## config.mk

```make
export PLATFORM = sky130hd
export DESIGN_NAME = wb_arbiter_scoreboard
export DESIGN_NICKNAME = d
export VERILOG_FILES = /design/src/rtl/wb_arbiter_scoreboard.sv
export SDC_FILE = /design/constraint.sdc
export NUM_CORES = 1
export LEC_CHECK = 0
export ABC_AREA = 1
export CORE_ASPECT_RATIO = 1.25
export CORE_UTILIZATION = 25
export CTS_CLUSTER_DIAMETER = 60
export DETAILED_ROUTE_END_ITERATION = 16
export REMOVE_ABC_BUFFERS = 1
export SLEW_MARGIN = 25
export SYNTH_ARGS = -nofsm -noshare
export SYNTH_HDL_FRONTEND = slang
export SYNTH_SLANG_ARGS = --single-unit
```

## constraint.sdc

```tcl
create_clock -name clock -period 3 [get_ports clock]
set_input_delay 0.6 -clock clock [delete_from_list [all_inputs] [get_ports clock]]
set_output_delay 0.6 -clock clock [all_outputs]
set_load 0.01 [all_outputs]
```

## src/rtl/wb_arbiter_scoreboard.sv

```systemverilog
`default_nettype none
// ============================================================================
// Module   : wb_arbiter_scoreboard
// Brief    : Regfile write-port arbiter (MW priority, multdiv FIFO) with a
//            per-register busy scoreboard driving the decode stall.
//            Optional macro WBQ_BYPASS_EN: zero-latency multdiv write when idle.
// Revision : 1.0 - initial release
// ============================================================================
module wb_arbiter_scoreboard #(
  parameter int DATA_W = 32,
  parameter int ADDR_W = 5,
  parameter int QDEPTH = 2
) (
  input  logic                         clock,
  input  logic                         reset,
  input  logic [ADDR_W-1:0]            dec_rs_addr,
  input  logic [ADDR_W-1:0]            dec_rt_addr,
  input  logic [ADDR_W-1:0]            dec_rd_addr,
  input  logic                         dec_rs_en,
  input  logic                         dec_rt_en,
  input  logic                         dec_rd_en,
  input  logic                         issue_valid,
  input  logic [ADDR_W-1:0]            issue_rd,
  input  logic                         mw_we,
  input  logic [ADDR_W-1:0]            mw_addr,
  input  logic [DATA_W-1:0]            mw_data,
  input  logic                         md_valid,
  input  logic [ADDR_W-1:0]            md_rd,
  input  logic [DATA_W-1:0]            md_data,
  output logic                         md_ready,
  output logic                         rf_we,
  output logic [ADDR_W-1:0]            rf_addr,
  output logic [DATA_W-1:0]            rf_data,
  output logic                         stall,
  output logic [(1<<ADDR_W)-1:0]       busy_vec,
  output logic [$clog2(QDEPTH+1)-1:0]  q_count
);

  localparam int c_nRegs = 1 << ADDR_W;
  localparam int c_cntW  = $clog2(QDEPTH + 1);
  localparam int c_ptrW  = (QDEPTH > 1) ? $clog2(QDEPTH) : 1;

  logic [ADDR_W-1:0]  r_qAddr [QDEPTH];
  logic [DATA_W-1:0]  r_qData [QDEPTH];
  logic [c_ptrW-1:0]  r_head;
  logic [c_ptrW-1:0]  r_tail;
  logic [c_cntW-1:0]  r_count;
  logic [c_nRegs-1:0] r_busy;

  logic               w_mwClaim;
  logic               w_pop;
  logic               w_push;
  logic               w_bypass;
  logic               w_mdWrite;
  logic [ADDR_W-1:0]  w_mdAddr;
  logic [c_nRegs-1:0] w_setMask;
  logic [c_nRegs-1:0] w_clrMask;
  logic [c_nRegs-1:0] w_busyNext;

  function automatic logic [c_ptrW-1:0] f_ptrInc(input logic [c_ptrW-1:0] p);
    return (p == c_ptrW'(QDEPTH - 1)) ? '0 : p + c_ptrW'(1);
  endfunction

  assign w_mwClaim = mw_we && (mw_addr != '0);
  assign md_ready  = (r_count < c_cntW'(QDEPTH));
  assign w_pop     = !w_mwClaim && (r_count != '0);

`ifdef WBQ_BYPASS_EN
  assign w_bypass  = md_valid && (md_rd != '0) && !w_mwClaim && (r_count == '0);
`else
  assign w_bypass  = 1'b0;
`endif

  // Results addressed to r0 are accepted (ready) but never stored.
  assign w_push    = md_valid && md_ready && (md_rd != '0) && !w_bypass;

  always_comb begin
    rf_we     = 1'b0;
    rf_addr   = '0;
    rf_data   = '0;
    w_mdWrite = 1'b0;
    w_mdAddr  = '0;
    if (w_mwClaim) begin
      rf_we   = 1'b1;
      rf_addr = mw_addr;
      rf_data = mw_data;
    end else if (w_pop) begin
      rf_we     = 1'b1;
      rf_addr   = r_qAddr[r_head];
      rf_data   = r_qData[r_head];
      w_mdWrite = 1'b1;
      w_mdAddr  = r_qAddr[r_head];
    end else if (w_bypass) begin
      rf_we     = 1'b1;
      rf_addr   = md_rd;
      rf_data   = md_data;
      w_mdWrite = 1'b1;
      w_mdAddr  = md_rd;
    end
  end

  // Set is applied after clear so a same-cycle issue to the register wins.
  assign w_setMask  = (issue_valid && (issue_rd != '0)) ? (c_nRegs'(1) << issue_rd) : '0;
  assign w_clrMask  = w_mdWrite ? (c_nRegs'(1) << w_mdAddr) : '0;
  assign w_busyNext = ((r_busy & ~w_clrMask) | w_setMask) & ~c_nRegs'(1);

  always_ff @(posedge clock or posedge reset) begin
    if (reset) begin
      r_head  <= '0;
      r_tail  <= '0;
      r_count <= '0;
      r_busy  <= '0;
    end else begin
      r_busy <= w_busyNext;
      if (w_push) r_tail <= f_ptrInc(r_tail);
      if (w_pop)  r_head <= f_ptrInc(r_head);
      if (w_push && !w_pop)      r_count <= r_count + c_cntW'(1);
      else if (!w_push && w_pop) r_count <= r_count - c_cntW'(1);
    end
  end

  // Payload storage needs no reset; validity is tracked by the pointers.
  always_ff @(posedge clock) begin
    if (w_push) begin
      r_qAddr[r_tail] <= md_rd;
      r_qData[r_tail] <= md_data;
    end
  end

  assign stall = (dec_rs_en && (dec_rs_addr != '0) && r_busy[dec_rs_addr]) ||
                 (dec_rt_en && (dec_rt_addr != '0) && r_busy[dec_rt_addr]) ||
                 (dec_rd_en && (dec_rd_addr != '0) && r_busy[dec_rd_addr]);

  assign busy_vec = r_busy;
  assign q_count  = r_count;

endmodule
`default_nettype wire

```

==> qor.tcl, run 1 <==
set qor(run_status) {finished with violations}
set qor(failed_checks) {DRC}
set qor(dp_hpwl_um) 15300
set qor(grt_pass1_wl_um) 31700
set qor(p_comb_share_pct) 45.5
set qor(clock_power_share_pct) 17.8
set qor(drv_slew) 0
set qor(h_tree_lvls) 3
set qor(power.switching_mw) 2.63
set qor(cts_inserted_buffers) 9
set qor(start_util_pct) 25.4
set qor(power.share.switching_pct) 40.2
set qor(holdCritPathClass) {reg2reg}
set qor(grt_max_degree) 39
set qor(yosys.cell_types.count) 36
set qor(leakagePower_nw) 3.71
set qor(timing.final.setup_violations) 0
set qor(syn_to_final_growth_pct) 44.0
set qor(layout.cells.most_common_list) {sky130_fd_sc_hd__nand2_1 (262), sky130_fd_sc_hd__clkdlybuf4s50_1 (132), sky130_fd_sc_hd__nand3_1 (87), sky130_fd_sc_hd__edfxtp_1 (74), sky130_fd_sc_hd__inv_1 (65)}
set qor(finalWorstSetupSlack_ns) 0.0972
set qor(rr_worst_depth) 9
set qor(floorplan.die_area_mm2) 0.0247
set qor(number_of_antenna_violations_at_the_first_check_in_global_routing) 0
set qor(whs_path_depth) 2
set qor(post-place-cells) 1202
set qor(die_width_um) 141
set qor(number_of_global_route_vias_before_repair) 5849
set qor(fin_crit_sh_pct) 96.8
set qor(cp_common_cell) {sky130_fd_sc_hd__clkdlybuf4s50_1}
set qor(seq_area_frac_synth_pct) 51.6
set qor(avgSynthCellArea_um2) 8.19
set qor(num_antenna_cells) 0
set qor(pin_count) 176
set qor(ant_nets) 0
set qor(max-cap-violations) 0
set qor(dp_worst_setup_slack_ns) -0.240
set qor(std_cell_rows) 63
set qor(maxSlewHeadroom_pct) 64.1
set qor(grt_use_total_pct) 16.7
set qor(cp-start-kind) {input pin}
set qor(worstMarginPinSlew_ns) 0.536
set qor(setup_repair_after_global_routing_missed_its_margin) {no}
set qor(tritoncts_num_sinks) 109
set qor(timing.critical_path.max_delay_family) {buffers and inverters}
set qor(synth-warning-count) 0
set qor(wirelength_um) 20000
set qor(clock_path_buffers) 2
set qor(synthesis.area_mm2) 0.00601
set qor(vias_per_cell) 4.76
set qor(drcViolationCount) 2
set qor(critPathRequiredTime_ns) 2.40
set qor(timing.setup.critical_path_class) {in2out}
set qor(power_density_mw_per_mm2) 758
set qor(worst_clock_skew_ns) 0.0154
set qor(synth-seq-cells) 109
set qor(crit_path_cell_trace) {clkdlybuf4s50_1 -> buf_4 -> a31o_2 -> clkdlybuf4s50_1}
set qor(layout.nets) 1024
set qor(clkLatencyLatePin_ns) 0.35
set qor(crit_buf_inv) 3
set qor(endpoint_kind) {output port}
set qor(die_height_um) 175
set qor(p_int_mw) 3.92
set qor(cts.root.buffer_cell) {sky130_fd_sc_hd__clkbuf_16}
set qor(number_of_enable_type_register_cells_in_the_synthesized_netlist) 74
set qor(finalHoldViolations) 0
set qor(tritoncts) {yes}
set qor(mostFrequentLayoutCell) {sky130_fd_sc_hd__nand2_1}
set qor(globalplace.congestion) 0.889
set qor(critPathArrivalTime_ns) 2.30
set qor(post-cts-setup-buffer-count) 0
set qor(critical_path_depth) 4
set qor(vdd_ir_drop_max_uv) 333
set qor(critical_path.slowest_cell) {sky130_fd_sc_hd__clkdlybuf4s50_1}
set qor(detailedRoute.firstPassIterationCount) 11
set qor(path_max_fanout) 34
set qor(synth_top_flop_cell) {sky130_fd_sc_hd__edfxtp_1}
set qor(cts.clk_slew.worst_paths_ns) 0.08
set qor(fp.coreArea_mm2) 0.0236
set qor(final_critical_delay_including_setup_and_external_delays_ns) 2.90
set qor(globalRoute.totalOverflow) 0
set qor(synth_cells) 733
set qor(power_frac_seq_pct) 36.7
set qor(via_count) 5792
set qor(drt_iter0_drc) 253
set qor(fmaxAchievable_mhz) 344
set qor(wl_per_cell_um) 16.4
set qor(layout.cells.non_filler) 1218
set qor(stage_delay_of_the_slowest_cell_on_the_critical_path_ns) 0.56
set qor(portBuffers) 174
set qor(cts.hold.buffers_added) 0
set qor(synth-async-reset-ratio_pct) 32.1
set qor(drive_above_1_share_pct) 12.3
## final cells by class
cell class | instances | area [µm²]
Clock buffer | 10 | 229
Inverter | 70 | 264
Timing Repair Buffer | 213 | 2110
Clock inverter | 6 | 60.1
Fill cell | 2461 | 15000
Tap cell | 292 | 365
Sequential cell | 109 | 3100
Multi-Input combinational cell | 518 | 2530
## cells by family (layout without fill, tap and decap cells)
logic type / after synthesis / in the layout / share of synthesized area [%]
other: 1 / 1 / 0.0624
and+or+nand+nor: 403 / 403 / 28.5
AOI/OAI and AO/OA: 110 / 110 / 11.7
DFF: 109 / 109 / 51.6
adders and majority gates: 1 / 1 / 0.208
xor gates and xnor gates: 3 / 3 / 0.438
buffers and inverters: 106 / 299 / 7.48
## through the flow
stage	setup TNS (ns)	instance area (µm²)	util (%)	hold slack [ns]	power, mW
2_1_floorplan	0	5820	-	0.487	3.76
3_3_place_gp	-5.47	8340	35.2	0.492	5.48
3_5_place_dp	-5.75	8340	35.2	0.499	5.51
4_1_cts	0	8630	36.5	0.520	6.64
5_1_grt	0	8650	36.6	0.565	7.01
6_report	0	8650	36.6	0.511	6.55
## power by group through the flow
stage | Combinational (mW) | Sequential, mW | Clock [mW]
6_report | 2.98 | 2.40 | 1.17
5_1_grt | 3.29 | 2.45 | 1.27
4_1_cts | 3.02 | 2.40 | 1.22
3_5_place_dp | 3.07 | 2.44 | 0
3_3_place_gp | 3.05 | 2.43 | 0
2_1_floorplan | 1.34 | 2.43 | 0
## synthesized netlist by cell type, drive strengths merged, types with 2 or more instances
cell type  count  area (µm²)
o211ai         7        52.6
buf           14         103
nand3         87         435
a31o          32         280
edfxtp        74        2220
clkbuf        22        82.6
xor2           2        17.5
inv           69         259
nor4           2        12.5
nand2        265        1010
dfrtp         35         876
o21ai         29         153
nor2          35         151
a21boi         2        15.0
nor3           6        35.0
a21oi         38         190
nand4          7        58.8
## layer usage
metal  GRT usage, %  share of wire [%]
met3           3.30                6.4
met5              0                  0
met2           29.1                 50
met4           7.25                2.6
met1           19.9                 41
## sequential cells by signal, summed over array words and instances (netlist names)
| register | count |
|---|---|
| r_tail | 1 |
| busy_vec | 31 |
| r_qAddr | 10 |
| r_qData | 64 |
| q_count | 2 |
| r_head | 1 |
## what timing repair did
action / 4_1_cts / 5_1_grt
resized for setup: 52 / 7
setup endpoints to repair: 38 / 3
cloned: 0 / 0
pin swaps: 0 / 1
## tightest hold or removal path, delay by kind of cell, from the launching register on
| family | cells | cell delay, ns |
|---|---|---|
| flip-flops | 1 | 0.37 |
| AND/OR/NAND/NOR | 2 | 0.11 |
## final timing paths
check	start	end	slack, ns
max in group asynchronous	reset	busy_vec[11]$_DFF_PP0_	2.00
worst max-delay path	mw_we	rf_data[30]	0.1
min in group asynchronous	reset	q_count[1]$_DFFE_PP0P_	0.67
worst min-delay path	busy_vec[16]$_DFF_PP0_	busy_vec[16]$_DFF_PP0_	0.51
worst min register to register	busy_vec[16]$_DFF_PP0_	busy_vec[16]$_DFF_PP0_	0.51
worst max register to register	q_count[0]$_DFFE_PP0P_	q_count[1]$_DFFE_PP0P_	1.04
No activity file was read; power rests on OpenSTA's default activity.
==> run 2, diff against run 1 <==
PLACE_DENSITY = 0.54   (was not set)
SLEW_MARGIN = not set   (was 25)
==> run 2 against run 1 <==
  * The run now ends clean
  * Core utilization up 0.28 points
  * Non-clock buffer count down 6
  * Count of clock-buffer cells in the layout unchanged
  * Clock skew down 0.0088 ns
  * Combinational power up 2%
  * Register-to-register slack better by 0.05 ns
==> qor.tcl, run 2 (same netlist as run 1, synthesis figures left out) <==
set qor(regMostFlops) {r_qData}
set qor(p_int_mw) 3.96
set qor(vias_per_cell) 4.81
set qor(layout.cells.non_filler) 1212
set qor(wirelength_um) 20500
set qor(h_tree_lvls) 3
set qor(grt_max_degree) 41
set qor(launching_point_of_the_worst_reg2reg_path) {q_count[0]$_DFFE_PP0P_}
set qor(hold_end) {busy_vec[30]$_DFF_PP0_}
set qor(r2r_slack_ns) 1.09
set qor(largest_register_ff_count) 64
set qor(std_cell_rows) 63
set qor(cp-start-kind) {input pin}
set qor(rr_worst_depth) 10
set qor(cts.clk_slew.worst_paths_ns) 0.07
set qor(fp.coreArea_mm2) 0.0236
set qor(multi_input_comb_area_mm2) 0.00255
set qor(ant_nets) 0
set qor(cts.root.buffer_cell) {sky130_fd_sc_hd__clkbuf_16}
set qor(drcViolationCount) 0
set qor(power.share.switching_pct) 40.1
set qor(post-place-cells) 1194
set qor(layout.cells.most_common_list) {sky130_fd_sc_hd__nand2_1 (262), sky130_fd_sc_hd__clkdlybuf4s50_1 (133), sky130_fd_sc_hd__nand3_1 (87), sky130_fd_sc_hd__edfxtp_1 (74), sky130_fd_sc_hd__inv_1 (60)}
set qor(finalPower_mw) 6.60
set qor(clkLatencyLatePin_ns) 0.35
set qor(r2r-end) {busy_vec[4]$_DFF_PP0_}
set qor(fmaxAchievable_mhz) 338
set qor(fillCellCount) 2441
set qor(fin_setup_tns_ns) 0
set qor(drive_above_1_share_pct) 13.0
set qor(cts.hold.buffers_added) 0
set qor(vdd_ir_drop_max_uv) 306
set qor(fin_crit_sh_pct) 98.5
set qor(area.sequential_mm2) 0.00310
set qor(final_critical_delay_including_setup_and_external_delays_ns) 2.96
set qor(maxSlewHeadroom_pct) 63.1
set qor(drt_iter0_drc) 297
set qor(critPathArrivalTime_ns) 2.36
set qor(globalRoute.totalOverflow) 0
set qor(grt_pass1_wl_um) 31400
set qor(worst_clock_skew_ns) 0.00669
set qor(layout.nets) 1018
set qor(detailedRoute.firstPassIterationCount) 5
set qor(portBuffers) 174
set qor(grt_use_total_pct) 16.7
set qor(power_frac_seq_pct) 36.4
set qor(p_comb_share_pct) 45.9
set qor(endpoint_kind) {output port}
set qor(run_status) {finished, final reports clean}
set qor(post-cts-setup-buffer-count) 0
set qor(mostFrequentLayoutCell) {sky130_fd_sc_hd__nand2_1}
set qor(setup_repair_after_global_routing_missed_its_margin) {yes}
set qor(cts_inserted_buffers) 9
set qor(leakagePower_nw) 3.88
set qor(num_antenna_cells) 0
set qor(die_width_um) 141
set qor(holdCritPathClass) {reg2reg}
set qor(die_height_um) 175
set qor(dp_hpwl_um) 15300
set qor(tritoncts_num_sinks) 109
set qor(number_of_antenna_violations_at_the_first_check_in_global_routing) 1
set qor(pin_count) 176
set qor(clock_power_share_pct) 17.7
set qor(syn_to_final_growth_pct) 45.1
set qor(worstMarginPinSlew_ns) 0.550
set qor(timing.hold.ws_ns) 0.528
set qor(tritoncts) {yes}
set qor(power.switching_mw) 2.65
set qor(timing.final.setup_violations) 0
set qor(whs_path_depth) 2
set qor(power_density_mw_per_mm2) 758
set qor(globalplace.congestion) 0.948
set qor(max-cap-violations) 0
set qor(path_max_fanout) 19
set qor(critPathRequiredTime_ns) 2.40
set qor(timing.setup.critical_path_class) {in2out}
set qor(number_of_global_route_vias_before_repair) 5669
set qor(finalHoldViolations) 0
set qor(hp-start) {busy_vec[30]$_DFF_PP0_}
set qor(floorplan.die_area_mm2) 0.0247
set qor(clock_path_buffers) 2
set qor(drv_slew) 0
set qor(start_util_pct) 25.4
set qor(wl_per_cell_um) 16.9
set qor(via_count) 5832
[run 2: cell count changes in the layout (fill, tap and decap cells not counted), sizes merged]
| cell | previous run | this run |
|---|---|---|
| dlygate4sd2 | 37 | 16 |
| dlymetal6s2s | 4 | 25 |
| buf | 40 | 33 |
| clkdlybuf4s50 | 132 | 133 |
[run 2: how the worst max path moves through the flow]
| stage | startpoint | end | cells after the start |
|---|---|---|---|
| 2_1_floorplan | md_rd[3] | r_qAddr[1][0]$_DFFE_PP_ | 4 |
| 4_1_cts | mw_addr[0] | rf_data[29] | 9 |
| 5_1_grt | mw_addr[0] | rf_addr[1] | 7 |
| 3_3_place_gp | mw_addr[2] | rf_data[2] | 9 |
| 6_report | mw_addr[0] | rf_addr[1] | 8 |
| 3_5_place_dp | mw_addr[2] | rf_data[2] | 9 |
[run 2: final cells by class]
class | instances | area share [%]
well taps | 292 | 4.19
flip-flops and latches | 109 | 35.5
clock buffers | 10 | 2.63
clock inverters | 6 | 0.632
multi-input cells | 518 | 29.2
inverters | 70 | 3.06
repair buffers | 207 | 24.7
[run 2: per-layer routing]
layer,track usage (%),part of all wire (%),up-vias
li1,-,-,2812
met1,19.8,41,2743
met2,29.2,49,241
met3,4.33,7.9,34
met4,5.66,2.3,2
met5,0,0.049,-
[run 2: power by group through the flow]
stage | clock, mW | sequential, mW | combinational [mW]
2_1_floorplan | 0 | 2.43 | 1.34
3_3_place_gp | 0 | 2.43 | 3.05
3_5_place_dp | 0 | 2.43 | 3.05
4_1_cts | 1.20 | 2.40 | 3.09
5_1_grt | 1.25 | 2.45 | 3.33
6_report | 1.17 | 2.41 | 3.03
[run 2: critical path, stage by stage]
cell	delay, ns
sky130_fd_sc_hd__clkdlybuf4s50_1	0.42
sky130_fd_sc_hd__inv_2	0.09
sky130_fd_sc_hd__nand4_4	0.12
sky130_fd_sc_hd__nand2_4	0.09
sky130_fd_sc_hd__nand2_4	0.08
sky130_fd_sc_hd__buf_12	0.17
sky130_fd_sc_hd__o21ai_0	0.18
sky130_fd_sc_hd__clkdlybuf4s50_1	0.59
[run 2: timing repair]
item                                   CTS  global route
gates resized for setup                 41            31
endpoints found under the hold margin    0             0
setup endpoints to repair               38            27
gates cloned                             2             0
pin swaps                                1             0
[run 2: metrics by stage]
stage	cell area, µm²	util, %	worst slack [ns]
3_5_place_dp	8290	35.0	-0.238
2_1_floorplan	5820	-	0.186
4_1_cts	8630	36.5	0.0000919
3_3_place_gp	8290	35.0	-0.248
6_report	8720	36.9	0.0435
5_1_grt	8720	36.9	-0.0511
==> run 3, diff against run 2 <==
REMOVE_ABC_BUFFERS = not set   (was 1)
==> run 3 against run 2 <==
  * Core utilization is 0.074 points higher
  * Combinational power is 3% lower
  * Final area is 0.20% higher
  * Die area stayed put
  * Clock power is 17% higher
  * Final cell count is 0.50% higher
  * Sequential power hardly changed
  * Critical path depth is 2 higher
  * Non-clock buffer count is 6 higher
  * Clock skew is 0.0047 ns higher
  * Critical path type unchanged
  * Largest cell class unchanged
  * Largest power group unchanged
==> qor.tcl, run 3 (same netlist as run 1, synthesis figures left out) <==
set qor(fmaxAchievable_mhz) 347
set qor(cp-start-kind) {input pin}
set qor(rr_worst_depth) 10
set qor(finalPower_mw) 6.71
set qor(placed_cell_area_mm2) 0.00833
set qor(timing.hold.ws_ns) 0.514
set qor(ant_nets) 0
set qor(pin_count) 176
set qor(final_critical_delay_including_setup_and_external_delays_ns) 2.88
set qor(die_height_um) 175
set qor(grt_use_total_pct) 16.4
set qor(drv_slew) 0
set qor(crit_buf_inv) 4
set qor(r2r-end) {busy_vec[22]$_DFF_PP0_}
set qor(critPathArrivalTime_ns) 2.28
set qor(regMostFlops) {r_qData}
set qor(crit_path_cell_trace) {clkdlybuf4s50_1 -> nor2_2 -> nand4_4 -> nand2_4 -> nand2_4 -> buf_12 -> buf_4 -> a21oi_1 -> a31o_2 -> dlygate4sd2_1}
set qor(run_status) {finished, final reports clean}
set qor(crit_path_end) {rf_data[29]}
set qor(clock_path_buffers) 2
set qor(r2r_slack_ns) 0.90
set qor(h_tree_lvls) 3
set qor(dp_hpwl_um) 15300
set qor(syn-num-nets) 836
set qor(endpoint_kind) {output port}
set qor(vdd_ir_drop_max_uv) 312
set qor(globalplace.congestion) 0.881
set qor(detailedRoute.firstPassIterationCount) 8
set qor(critical_path.slowest_cell) {sky130_fd_sc_hd__clkdlybuf4s50_1}
set qor(cp_common_cell) {sky130_fd_sc_hd__nand2_4}
set qor(setup_repair_after_global_routing_missed_its_margin) {no}
set qor(tritoncts_num_sinks) 109
set qor(globalRoute.totalOverflow) 0
set qor(timing.final.setup_violations) 0
set qor(tritoncts) {yes}
set qor(critical_path_depth) 10
set qor(fin_area_mm2) 0.00873
set qor(worst_clock_skew_ns) 0.0114
set qor(die_width_um) 141
set qor(fin_crit_sh_pct) 96.1
set qor(path_max_fanout) 15
set qor(launching_point_of_the_worst_reg2reg_path) {r_head$_DFFE_PP0P_}
set qor(power_density_mw_per_mm2) 768
set qor(fp.coreArea_mm2) 0.0236
set qor(num_antenna_cells) 0
set qor(finalHoldViolations) 0
set qor(post-place-cells) 1201
set qor(fillCellCount) 2454
set qor(leakagePower_nw) 3.73
set qor(clkLatencyLatePin_ns) 0.35
set qor(vias_per_cell) 4.73
set qor(holdCritPathClass) {reg2reg}
set qor(via_count) 5766
set qor(finish.utilization_pct) 36.9
set qor(max-cap-violations) 0
set qor(stage_delay_of_the_slowest_cell_on_the_critical_path_ns) 0.43
set qor(cts.clk_slew.worst_paths_ns) 0.06
set qor(syn_to_final_growth_pct) 45.4
set qor(drive_above_1_share_pct) 13.1
set qor(layout.nets) 1024
set qor(hp-start) {busy_vec[30]$_DFF_PP0_}
set qor(timing.critical_path.from) {mw_addr[1]}
set qor(grt_max_degree) 38
set qor(timing.setup.critical_path_class) {in2out}
set qor(std_cell_rows) 63
set qor(drt_iter0_drc) 299
set qor(worstMarginPinSlew_ns) 0.554
set qor(portBuffers) 174
set qor(critPathRequiredTime_ns) 2.40
set qor(wirelength_um) 19800
set qor(largest_register_ff_count) 64
set qor(number_of_global_route_vias_before_repair) 5589
set qor(mostFrequentLayoutCell) {sky130_fd_sc_hd__nand2_1}
set qor(wl_per_cell_um) 16.3
set qor(layout.cells.most_common_list) {sky130_fd_sc_hd__nand2_1 (262), sky130_fd_sc_hd__clkdlybuf4s50_1 (135), sky130_fd_sc_hd__nand3_1 (87), sky130_fd_sc_hd__edfxtp_1 (74), sky130_fd_sc_hd__inv_1 (63)}
set qor(layout.cells.non_filler) 1218
set qor(drcViolationCount) 0
set qor(floorplan.die_area_mm2) 0.0247
set qor(cts_inserted_buffers) 9
set qor(start_util_pct) 25.4
set qor(number_of_antenna_violations_at_the_first_check_in_global_routing) 0
set qor(timing.critical_path.max_delay_family) {buffers and inverters}
set qor(cts.root.buffer_cell) {sky130_fd_sc_hd__clkbuf_16}
set qor(grt_pass1_wl_um) 31000
set qor(maxSlewHeadroom_pct) 62.7
-- run 3: cell types whose count changed in the layout (fill, tap and decap cells not counted), sizes merged --
cell           delta
dlygate4sd2      +18
clkdlybuf4s50     +2
inv               -3
clkbuf            -1
dlymetal6s2s     -22
bufinv            +3
clkinvlp          +1
buf               +6
clkdlybuf4s15     +2
-- run 3: routing by layer --
| layer | routed length, µm | GRT usage [%] | vias up |
|---|---|---|---|
| met2 | 9620 | 27.9 | 239 |
| met5 | 0 | 0 | - |
| met4 | 345 | 5.34 | 0 |
| met1 | 8410 | 20.6 | 2667 |
| li1 | - | - | 2839 |
| met3 | 1470 | 3.84 | 21 |
-- run 3: worst min-delay path by stage --
stage                             endpoint  slack, ns  cells after the start
floorplan               r_tail$_DFFE_PP0P_       0.49                      2
global placement    busy_vec[30]$_DFF_PP0_       0.50                      2
detailed placement  busy_vec[31]$_DFF_PP0_       0.50                      2
CTS                 busy_vec[31]$_DFF_PP0_       0.52                      2
global route        busy_vec[31]$_DFF_PP0_       0.53                      2
finish              busy_vec[30]$_DFF_PP0_       0.51                      2
-- run 3: timing repair --
item | CTS | global route
pin swaps | 1 | 2
setup endpoints to repair | 37 | 5
resized for setup | 56 | 10
hold buffers | 0 | 0
setup buffers | 0 | 1
endpoints found under the hold margin | 0 | 0
-- run 3: worst min-delay path, delay by kind of cell, from the launching register on --
family	cells	cell delay, ns
simple gates	2	0.11
flops	1	0.37
-- run 3: stage by stage --
step / TNS, ns / setup slack [ns]
final: 0 / 0.118
after global placement: -2.56 / -0.220
after CTS: 0 / 0.00176
after detailed placement: -3.20 / -0.237
after global routing: 0 / 0.00374
after floorplan: 0 / 0.186
-- run 3: cell type report --
| cell class | count | area (µm²) | share of cell area, % |
|---|---|---|---|
| timing repair buffer | 213 | 2110 | 24.2 |
| sequential | 109 | 3100 | 35.5 |
| clock inverter | 7 | 120 | 1.38 |
| inverter | 70 | 268 | 3.07 |
| clock buffer | 9 | 225 | 2.58 |
| tap | 292 | 365 | 4.18 |
| multi-input combinational | 518 | 2550 | 29.2 |
-- run 3: where the power goes --
group | internal [mW] | switching, mW | total (mW)
registers | 2.03 | 0.368 | 2.40
clock network | 0.821 | 0.547 | 1.37
logic | 1.31 | 1.63 | 2.94
